### src/rtl/ss_readback.sv
// ss_readback: recovers the hex word shown on the 8-digit seven-segment
// display by watching the active-low segment/digit lines, debouncing each
// digit, decoding it back to a nibble and handing the assembled word off
// over a valid/ready handshake.
module ss_readback #(
    parameter int unsigned STABLE_CYCLES = 4,
    parameter logic [7:0]  DIGIT_MASK    = 8'hFF
) (
    input  logic        clk,
    input  logic        rst,
    input  logic [6:0]  seg_n,
    input  logic [7:0]  an_n,
    input  logic        out_ready,
    output logic        out_valid,
    output logic [31:0] out_word,
    output logic        out_err,
    output logic        out_amb
);

    typedef enum logic {
        CAPTURE,
        VALID
    } state_t;

    localparam logic [7:0] STABLE = 8'(STABLE_CYCLES);

    logic [6:0]  sSeg_q;
    logic [7:0]  sAn_q;
    logic [7:0]  stableCnt_q, stableCnt_d;
    logic        taken_q, taken_d;
    state_t      state_q, state_d;
    logic [31:0] word_q, word_d;
    logic [7:0]  capMask_q, capMask_d;
    logic [7:0]  errBits_q, errBits_d;
    logic [7:0]  ambBits_q, ambBits_d;

    logic        pinsLegal;
    logic        pinsSame;
    logic        accept;
    logic [6:0]  segOn;
    logic [3:0]  decNibble;
    logic        decErr;
    logic        decAmb;
    logic [2:0]  digitPos;
    logic [7:0]  digitBit;

    // The counter looks at the sample arriving on this edge against the one
    // already held, so it reads 1 on the very edge a new legal sample lands.
    assign pinsLegal = $onehot(~an_n);
    assign pinsSame  = (seg_n == sSeg_q) && (an_n == sAn_q);
    assign accept    = (stableCnt_q == STABLE) && !taken_q;
    assign digitBit  = ~sAn_q;

    // Debounce: count identical legal samples, saturate, and arm the one-shot.
    always_comb begin
        stableCnt_d = stableCnt_q;
        taken_d     = taken_q;
        if (!pinsLegal) begin
            stableCnt_d = 8'd0;
        end else if (pinsSame) begin
            if (stableCnt_q != STABLE) begin
                stableCnt_d = stableCnt_q + 8'd1;
            end
        end else begin
            stableCnt_d = 8'd1;
        end
        if (!pinsSame) begin
            taken_d = 1'b0;
        end else if (accept) begin
            taken_d = 1'b1;
        end
    end

    // Map the lit segments back to a nibble; B and D collide with 8 and 0.
    always_comb begin
        segOn     = ~sSeg_q;
        decNibble = 4'h0;
        decErr    = 1'b0;
        decAmb    = 1'b0;
        case (segOn)
            7'b0111111: begin decNibble = 4'h0; decAmb = 1'b1; end
            7'b0000110: decNibble = 4'h1;
            7'b1011011: decNibble = 4'h2;
            7'b1001111: decNibble = 4'h3;
            7'b1100110: decNibble = 4'h4;
            7'b1101101: decNibble = 4'h5;
            7'b1111101: decNibble = 4'h6;
            7'b0000111: decNibble = 4'h7;
            7'b1111111: begin decNibble = 4'h8; decAmb = 1'b1; end
            7'b1101111: decNibble = 4'h9;
            7'b1110111: decNibble = 4'hA;
            7'b0111001: decNibble = 4'hC;
            7'b1111001: decNibble = 4'hE;
            7'b1110001: decNibble = 4'hF;
            default:    decErr = 1'b1;
        endcase
    end

    // Which nibble slot the held digit enable points at.
    always_comb begin
        digitPos = 3'd0;
        for (int k = 0; k < 8; k++) begin
            if (!sAn_q[k]) begin
                digitPos = 3'(k);
            end
        end
    end

    // Word assembly and the CAPTURE/VALID handshake controller.
    always_comb begin
        state_d   = state_q;
        word_d    = word_q;
        capMask_d = capMask_q;
        errBits_d = errBits_q;
        ambBits_d = ambBits_q;
        case (state_q)
            CAPTURE: begin
                if (accept) begin
                    word_d[{digitPos, 2'b00} +: 4] = decNibble;
                    capMask_d = capMask_q | digitBit;
                    errBits_d = (errBits_q & ~digitBit) | (decErr ? digitBit : 8'h00);
                    ambBits_d = (ambBits_q & ~digitBit) | (decAmb ? digitBit : 8'h00);
                    if ((capMask_d & DIGIT_MASK) == DIGIT_MASK) begin
                        state_d = VALID;
                    end
                end
            end
            VALID: begin
                if (out_ready) begin
                    state_d   = CAPTURE;
                    capMask_d = 8'h00;
                    errBits_d = 8'h00;
                    ambBits_d = 8'h00;
                end
            end
            default: state_d = CAPTURE;
        endcase
    end

    // State registers; reset wins over everything and drops any partial word.
    always_ff @(posedge clk) begin
        if (rst) begin
            sSeg_q      <= 7'h7F;
            sAn_q       <= 8'hFF;
            stableCnt_q <= 8'd0;
            taken_q     <= 1'b0;
            state_q     <= CAPTURE;
            word_q      <= 32'h0;
            capMask_q   <= 8'h00;
            errBits_q   <= 8'h00;
            ambBits_q   <= 8'h00;
        end else begin
            sSeg_q      <= seg_n;
            sAn_q       <= an_n;
            stableCnt_q <= stableCnt_d;
            taken_q     <= taken_d;
            state_q     <= state_d;
            word_q      <= word_d;
            capMask_q   <= capMask_d;
            errBits_q   <= errBits_d;
            ambBits_q   <= ambBits_d;
        end
    end

    assign out_valid = (state_q == VALID);
    assign out_word  = word_q;
    assign out_err   = |(errBits_q & DIGIT_MASK);
    assign out_amb   = |(ambBits_q & DIGIT_MASK);

endmodule

### config.mk
export PLATFORM = sky130hd
export DESIGN_NAME = ss_readback
export DESIGN_NICKNAME = d
export VERILOG_FILES = /design/src/rtl/ss_readback.sv
export SDC_FILE = /design/constraint.sdc
export NUM_CORES = 1
export LEC_CHECK = 0
export CELL_PAD_IN_SITES_DETAIL_PLACEMENT = 2
export CELL_PAD_IN_SITES_GLOBAL_PLACEMENT = 2
export CORE_ASPECT_RATIO = 1.2
export CORE_MARGIN = 2
export CORE_UTILIZATION = 36
export CTS_CLUSTER_DIAMETER = 100
export CTS_CLUSTER_SIZE = 8
export DETAILED_ROUTE_END_ITERATION = 16
export PLACE_DENSITY = 0.95
export SLEW_MARGIN = 15
export SYNTH_ARGS = -nofsm -noshare
export SYNTH_HDL_FRONTEND = slang
export SYNTH_SLANG_ARGS = --single-unit
### constraint.sdc
create_clock -name clk -period 7.78 [get_ports clk]
set_input_delay 1.167 -clock clk [delete_from_list [all_inputs] [get_ports clk]]
set_output_delay 1.167 -clock clk [all_outputs]
set_load 0.01 [all_outputs]
# After elaboration in Yosys (flattened, before gate mapping)
# Cells that the tools add are included.
# totals
register_bits,81
# op_classes
addsub,9
n_eq_ne,23
n_shift,2
n_mux,25
bitwise_logic,12
n_reduce_logical,12
# op_table
operator,n
$eq 7x7->1 const B,10
$pmux 4 s13,1
$mux 8,6
$pmux 8 s2,3
$bwmux 32,1
$shift 4x7->32 const A,1
$shiftx 4x7->32,1
$not 8->8,3
$or 8x8->8,3
$mux 3,6
$and 8x8->8,2
$reduce_or 8->1,2
$eq 7x3->1 const B,2
$eq 7x6->1 const B,2
$reduce_or 14->1,1
$add 1x1->2,4
$add 8x1->8 const B,1
$eq 8x3->1 const B,1
$eq 8x8->1,1
$eq 8x8->1 const B,1
$ne 8x3->1 const B,1
$eq 7x7->1,1
$mux 1,7
$neg 5->7,1
other kinds (13),21

# Logic depth before layout (Yosys ltp)
# Gate-level depths: netlist of the first run.
# logic_depth
ltp_word,10
ltp_mapped,12
mapped_depth_nobuf,12

# Least setup slack after synthesis of the first run
# OpenSTA, ideal clock, no wires.
# synth_timing
path_kind,in2reg
start,input an_n[0]
end,register stableCnt_q[3]
setup_ns,0.065
arrival_ns,3.894
required_ns,7.715
slack_ns,3.820
path_stages,12
path_buffers,0
cell_sequence,fa_1 > inv_1 > fa_1 > fa_1 > ha_1 > inv_1 > fa_1 > nor2_1 > a31oi_1 > nor3_1 > nand3_1 > nor2_1
# synth_between
elab_chain_len,7
elab_cells_between_ends,10
# synth_lines
element,line_no,rtl
"start, declared",12,"input logic [7:0] an_n,"
$not 8->8,49,assign pinsLegal = $onehot(~an_n);
$add 1x1->2 (not written as such),49,
$add 2x2->3 (not written as such),49,
$add 3x3->4 (not written as such),49,
$eq 4x1->1,49,
$not 1->1 (no line),n/a,
$reduce_or 3->1 (no line) *,n/a,
"end signal, assigned",155,stableCnt_q <= stableCnt_d;
"end, declared",29,"logic [7:0] stableCnt_q, stableCnt_d;"
# Every way passes the cells marked *; elsewhere a longest branch is shown, timed or not.
# A chain may end at the register's enable or synchronous reset.

# Worst setup path after layout of the first run
# Same ends and word-level chain as after synthesis.

==> results of run 1 <==
layout make-up:
class,count,share of cell area (%)
clock inverter,4,0.420
multi-input combinational,301,44.3
timing repair buffer,53,11.1
tap,129,3.38
clock buffer,11,5.09
sequential,81,34.0
inverter,22,1.73
placed cells by master (no fill, tap or decap), drive strengths merged, types with 5 or more instances in the layout:
master,netlist,final
or2,10,10
nand3,22,22
nor2,50,50
nor2b,8,8
nor4b,5,5
o22ai,12,12
nor4,11,11
clkbuf,14,11
dfxtp,81,81
clkdlybuf4s50,0,52
o21ai,20,20
nand2,35,35
nor3,11,11
a21oi,16,16
xnor2,20,20
ha,7,7
a32oi,5,5
inv,22,22
nand4,7,7
mux2i,11,11
a211oi,8,8
worst paths after layout:
kind	startpoint	to	slack, ns
setup / recovery	an_n[0]	stableCnt_q[3]$_SDFFE_PP0P_	3.07
hold / removal	errBits_q[2]$_SDFFE_PP0P_	errBits_q[2]$_SDFFE_PP0P_	0.46
setup reg to reg	sAn_q[2]$_SDFF_PP1_	out_word[10]$_SDFFE_PP0P_	3.84
hold reg to reg	errBits_q[2]$_SDFFE_PP0P_	errBits_q[2]$_SDFFE_PP0P_	0.46
registers in the layout, summed over array words and instances, names as in the netlist:
| name | count |
|---|---|
| out_word | 32 |
| ambBits_q | 8 |
| capMask_q | 8 |
| errBits_q | 8 |
| sAn_q | 8 |
| stableCnt_q | 8 |
| sSeg_q | 7 |
| out_valid | 1 |
| taken_q | 1 |
routing by layer:
layer	track usage, %	up-vias
li1	-	1584
met1	24.5	1733
met2	44.1	101
met3	3.73	42
met4	11.9	0
met5	0	-
cells by family (layout without fill, tap and decap cells):
family          Yosys count  in the layout  synth area share [%]
compound gates           77             77                  15.4
fa+ha+maj                11             11                  4.28
simple gates            175            175                  25.2
buf+inv                  45             90                  4.66
mux                      15             15                  3.96
xor+xnor                 23             23                  5.14
flops                    81             81                  41.4
tightest hold or removal path, stage by stage, from the launching register on:
cell and delay, ns:
dfxtp_1 0.31, nand2_1 0.05, o22ai_1 0.05
stage by stage:
step | worst slack [ns] | total power [W]
floorplan | 3.82 | 0.000505
finish | 3.07 | 0.000924
detailed placement | 2.83 | 0.000539
CTS | 3.04 | 0.000931
global route | 2.84 | 0.000957
global placement | 3.04 | 0.000529
power by group through the flow:
stage	Combinational [W]	Clock, W	Sequential, W
after floorplan	0.0000733	0	0.000432
after global placement	0.0000863	0	0.000443
after detailed placement	0.0000951	0	0.000444
after CTS	0.0000981	0.000398	0.000435
after global routing	0.000107	0.000414	0.000436
final	0.0000968	0.000392	0.000435
cells in the mapped netlist, types with 2 or more instances:
library cell / count
clkbuf_1: 13
a32oi_1: 5
nand2_1: 35
o21bai_4: 2
inv_2: 2
or2_2: 10
ha_1: 7
buf_2: 7
inv_1: 20
a21oi_1: 16
o21ai_0: 16
nor2_1: 50
nand3_1: 21
and3_1: 4
a211oi_1: 7
xor2_1: 3
nor2b_1: 8
nor4_1: 7
mux2_2: 4
o22ai_1: 12
nor4_4: 3
nor3_1: 8
nand4_1: 7
dfxtp_1: 81
nor3_2: 2
nor3b_1: 2
o21ai_1: 3
o2111ai_4: 2
mux2i_1: 11
fa_1: 4
xnor2_1: 20
nor4b_1: 3
==> results_dict.tcl, run 1 <==
set metrics [dict create \
    place_inst 586 \
    worstSetupStartpointType "input port" \
    wl_met1_mm 5.03 \
    wl_met3_um 448 \
    slowest_stage "fa_1" \
    fin_tns_setup_ns 0 \
    antenna_found_initial 0 \
    num_vias 3460 \
    place_congestion 0.808 \
    synth.largest_area_cell "dfxtp_1" \
    intPower_w 0.000681 \
    wl_met2_mm 7.36 \
    slowest_delay_ns 0.58 \
    ys_async_sr_fraction_pct 0 \
    max_slew_margin_pct 28.5 \
    post_drt_wl_per_cell_um 22.3 \
    clk_pin_slew_ns 0.06 \
    worstPathArrival_ns 4.97 \
    fin_area_mm2 0.00477 \
    cts-root-buf "clkbuf_16" \
    cap_violations 0 \
    synth_edf_count 0 \
    hold_path.class "reg2reg" \
    ys_seq_elements 81 \
    required_ns 8.05 \
    rsz0062_at_grt "false" \
    path_common_cell "fa_1" \
    grt_pass1_vias 3893 \
    hpwl_mm 9.59 \
    grt_pass1_wl_mm 21.2 \
    crit_path_end_kind "flip-flop" \
    syn2layout_area_growth_pct 21.7 \
    tightestPinTransition_ns 1.06 \
    synth_warnings 0 \
    final_net_count 497 \
    drc 0 \
    ctsHoldBuffers 0 \
    outcome "complete, no violations" \
    drive_gt1_share_pct 11.2 \
    core_mm2 0.0106 \
    diodes 0 \
    grt_start_max_net_pins 46 \
    initial_utilization_pct 37.1 \
    fin_crit_ns 4.71 \
    seqPwrFrac_pct 47.1 \
    synth_cells 427 \
    synth_top_cells_by_area "dfxtp_1 (41%), nor2_1 (4.8%), xnor2_1 (4.5%), nand2_1 (3.4%), mux2i_1 (2.8%)" \
    dpl_cell_area_mm2 0.00451 \
    numCtsBuffers 9 \
    cts.path.max_buffers 2 \
    p_clk_share_pct 42.4 \
    fill_cells 1142 \
    drt_iter0_markers 145 \
    syn_avg_cell_area_um2 9.18 \
    pwr_density_cell_mw_per_mm2 194 \
    hold_viol 0 \
    worstRegToRegCells 10 \
    cts_tree "yes" \
    crit_cells 13 \
    total_leakage_power_nw 1.71 \
    fin_crit_sh_pct 60.5 \
    switching_power_w 0.000243 \
    die_w_um 99.3 \
    floorplan.rows 41 \
    multi_input_area_mm2 0.00212 \
    viasPerCell 5.76 \
    clock_latency_ns 0.34 \
    cp_cell_sequence "clkdlybuf4s50_1 > fa_1 > inv_1 > fa_1 > fa_1 > ha_1 > inv_1 > fa_1 > nor2_1 > a31oi_1 > nor3_1 > nand3_1 > nor2_1" \
    cts-resized-gates 0 \
    path_delay_family "adder cells" \
    synth_area_mm2 0.00392 \
    drt-total-wl_mm 13.4 \
    clock-sinks 81 \
    stdcell_count 601 \
    crit_fanout 4 \
    path_class "in2reg" \
    firstDrtPassIters 4 \
    finish.utilization_pct 45.2 \
    seq_area_mm2 0.00162 \
    fmaxAchievable_mhz 212 \
    cts_max_level 3 \
    setup_viol 0 \
    fin_skew_ns 0.00649 \
    cp_num_buf_inv 3 \
    ys_seq_area_share_pct 41.4 \
    track_usage_pct 23.4 \
    fin_hold_ws_ns 0.465 \
    dieHeight_um 118 \
    ir_drop_uv 93.1 \
    switching_share_pct 26.3 \
    synth_top_area_share_pct 41.4 \
    yosysUniqueCellTypes 64 \
    io_buffers 52 \
    die-area_mm2 0.0117 \
    routed.top_layer "met4" \
    yosys_most_used_dff "dfxtp_1" \
    synthesis.nets 456 \
    comb_power_share_pct 10.5 \
    gr-total-overflow 0 \
    io_pins 53 \
    slew_violations 0 \
    drtAntennaViolNets 0 \
    post_cts_buffers 0 \
    worstHoldPathCells 2 \
]
No activity file was read; power rests on OpenSTA's default activity.
==> inputs of run 2 (changes only) <==
--- a/config.mk
+++ b/config.mk
@@ -9,11 +9,11 @@
 export CELL_PAD_IN_SITES_GLOBAL_PLACEMENT = 2
 export CORE_ASPECT_RATIO = 1.2
 export CORE_MARGIN = 2
-export CORE_UTILIZATION = 36
+export CORE_UTILIZATION = 31
 export CTS_CLUSTER_DIAMETER = 100
 export CTS_CLUSTER_SIZE = 8
 export DETAILED_ROUTE_END_ITERATION = 16
-export PLACE_DENSITY = 0.95
+export PLACE_DENSITY = 0.88
 export SLEW_MARGIN = 15
 export SYNTH_ARGS = -nofsm -noshare
 export SYNTH_HDL_FRONTEND = slang
==> constraint.sdc (replaced) <==
create_clock -name clk -period 3.9 [get_ports clk]
set_input_delay 0.585 -clock clk [delete_from_list [all_inputs] [get_ports clk]]
set_output_delay 0.585 -clock clk [all_outputs]
set_load 0.01 [all_outputs]
==> run 2 against run 1 <==
Clock power rose to 2.5 times the previous value; critical path depth did not move; largest power group is now clock; critical path type unchanged; cell count rose by 7.3%.
==> results_dict.tcl, run 2 (synthesized netlist as in run 1, its figures left out) <==
set metrics [dict create \
    outcome "complete, no violations" \
    post_drt_wl_per_cell_um 20.2 \
    fin_crit_ns 3.76 \
    cap_violations 0 \
    drtAntennaViolNets 0 \
    io_pins 53 \
    ctsHoldBuffers 0 \
    worstPathArrival_ns 4.05 \
    pre_cts_slack_ns -0.340 \
    slew_violations 0 \
    dpl_cell_area_mm2 0.00461 \
    grt_pass1_wl_mm 21.1 \
    place_congestion 0.799 \
    grt_start_max_net_pins 27 \
    clk_pin_slew_ns 0.06 \
    viasPerCell 5.26 \
    initial_utilization_pct 31.4 \
    path_class "in2reg" \
    cts_max_level 3 \
    die_w_um 107 \
    max_slew_margin_pct 35.5 \
    final_net_count 505 \
    fmaxAchievable_mhz 266 \
    drt_iter0_markers 119 \
    ir_drop_uv 219 \
    hold_viol 0 \
    setup_viol 0 \
    largest_reg_flops 32 \
    cts_tree "yes" \
    cts-root-buf "clkbuf_16" \
    firstDrtPassIters 4 \
    fin_skew_ns 0.0111 \
    crit_path_end_kind "flip-flop" \
    drive_gt1_share_pct 14.6 \
    hpwl_mm 9.09 \
    final_common_cell "dfxtp_1" \
    tightestPinTransition_ns 0.959 \
    power_w 0.00207 \
    crit_fanout 4 \
    floorplan.rows 45 \
    drt-total-wl_mm 13.0 \
    syn2layout_area_growth_pct 27.2 \
    numCtsBuffers 9 \
    io_buffers 52 \
    track_usage_pct 20.4 \
    fin_area_mm2 0.00498 \
    fin_crit_sh_pct 96.5 \
    antenna_found_initial 0 \
    cts-resized-gates 0 \
    final_cell_mix "dfxtp_1 (81), clkdlybuf4s50_1 (52), nor2_1 (47), nand2_1 (34)" \
    fin_tns_setup_ns 0 \
    total_leakage_power_nw 1.79 \
    hold_path.class "reg2reg" \
    required_ns 4.19 \
    cts.path.max_buffers 2 \
    grt_pass1_vias 3828 \
    rsz0062_at_grt "false" \
    core_mm2 0.0125 \
    pwr_density_cell_mw_per_mm2 415 \
    clock_latency_ns 0.35 \
    setup_ws_ns 0.137 \
    diodes 0 \
    reg2reg_slack_ns 0.38 \
    clock-sinks 81 \
    num_vias 3395 \
    worstSetupStartpointType "input port" \
    dieHeight_um 127 \
    gr-total-overflow 0 \
    post_cts_buffers 0 \
    die-area_mm2 0.0136 \
    drc 0 \
]
run 2: cell count changes in the layout (fill, tap and decap cells not counted), moves of 3 or more:
cell,delta
bufinv_16,+3
clkinv_2,-3
nor2_1,-3
buf_4,+8
nor2_2,+3
run 2: path summary, 6_finish.rpt:
kind | start | endpoint | depth (start not counted)
hold reg to reg | out_word[20]$_SDFFE_PP0P_ | out_word[20]$_SDFFE_PP0P_ | 2
setup reg to reg | sAn_q[6]$_SDFF_PP1_ | out_word[2]$_SDFFE_PP0P_ | 10
hold / removal | out_word[20]$_SDFFE_PP0P_ | out_word[20]$_SDFFE_PP0P_ | 2
setup / recovery | an_n[0] | stableCnt_q[4]$_SDFFE_PP0P_ | 13
run 2: layout make-up:
type	instances	area, um2
repair buffers	61	588
inverters	22	82.6
flip-flops and latches	81	1620
well taps	164	205
clock buffers	11	243
fillers	1367	7510
multi-input cells	301	2140
clock inverters	5	103
run 2: worst max-delay path, stage by stage:
cell and delay [ns]:
clkdlybuf4s50_1 0.45, fa_1 0.55, inv_1 0.06, fa_1 0.51, fa_1 0.52, ha_1 0.18, inv_1 0.07, fa_2 0.52
nand2_1 0.07, nor3_2 0.15, buf_4 0.15, nand3_2 0.11, nor2_1 0.13
run 2: through the flow:
stage	util, %	cells	hold WS (ns)
2_1_floorplan	-	427	0.435
4_1_cts	39.7	645	0.464
6_report	39.9	645	0.459
3_3_place_gp	36.9	629	0.449
5_1_grt	39.9	645	0.494
3_5_place_dp	36.9	629	0.456
run 2: report_power, final:
part | internal, W | switching, W | total, W
registers | 0.000837 | 0.0000291 | 0.000867
clock network | 0.000642 | 0.000348 | 0.000991
logic | 0.0000889 | 0.000121 | 0.000210
run 2: routing by layer:
metal  vias to the layer above  share of wire, %  track usage, %
met5                         -                 0               0
met4                         0               3.3            9.32
met3                        30               2.1            2.81
met2                        62                53            37.2
met1                      1714                41            23.3
li1                       1589                 -               -
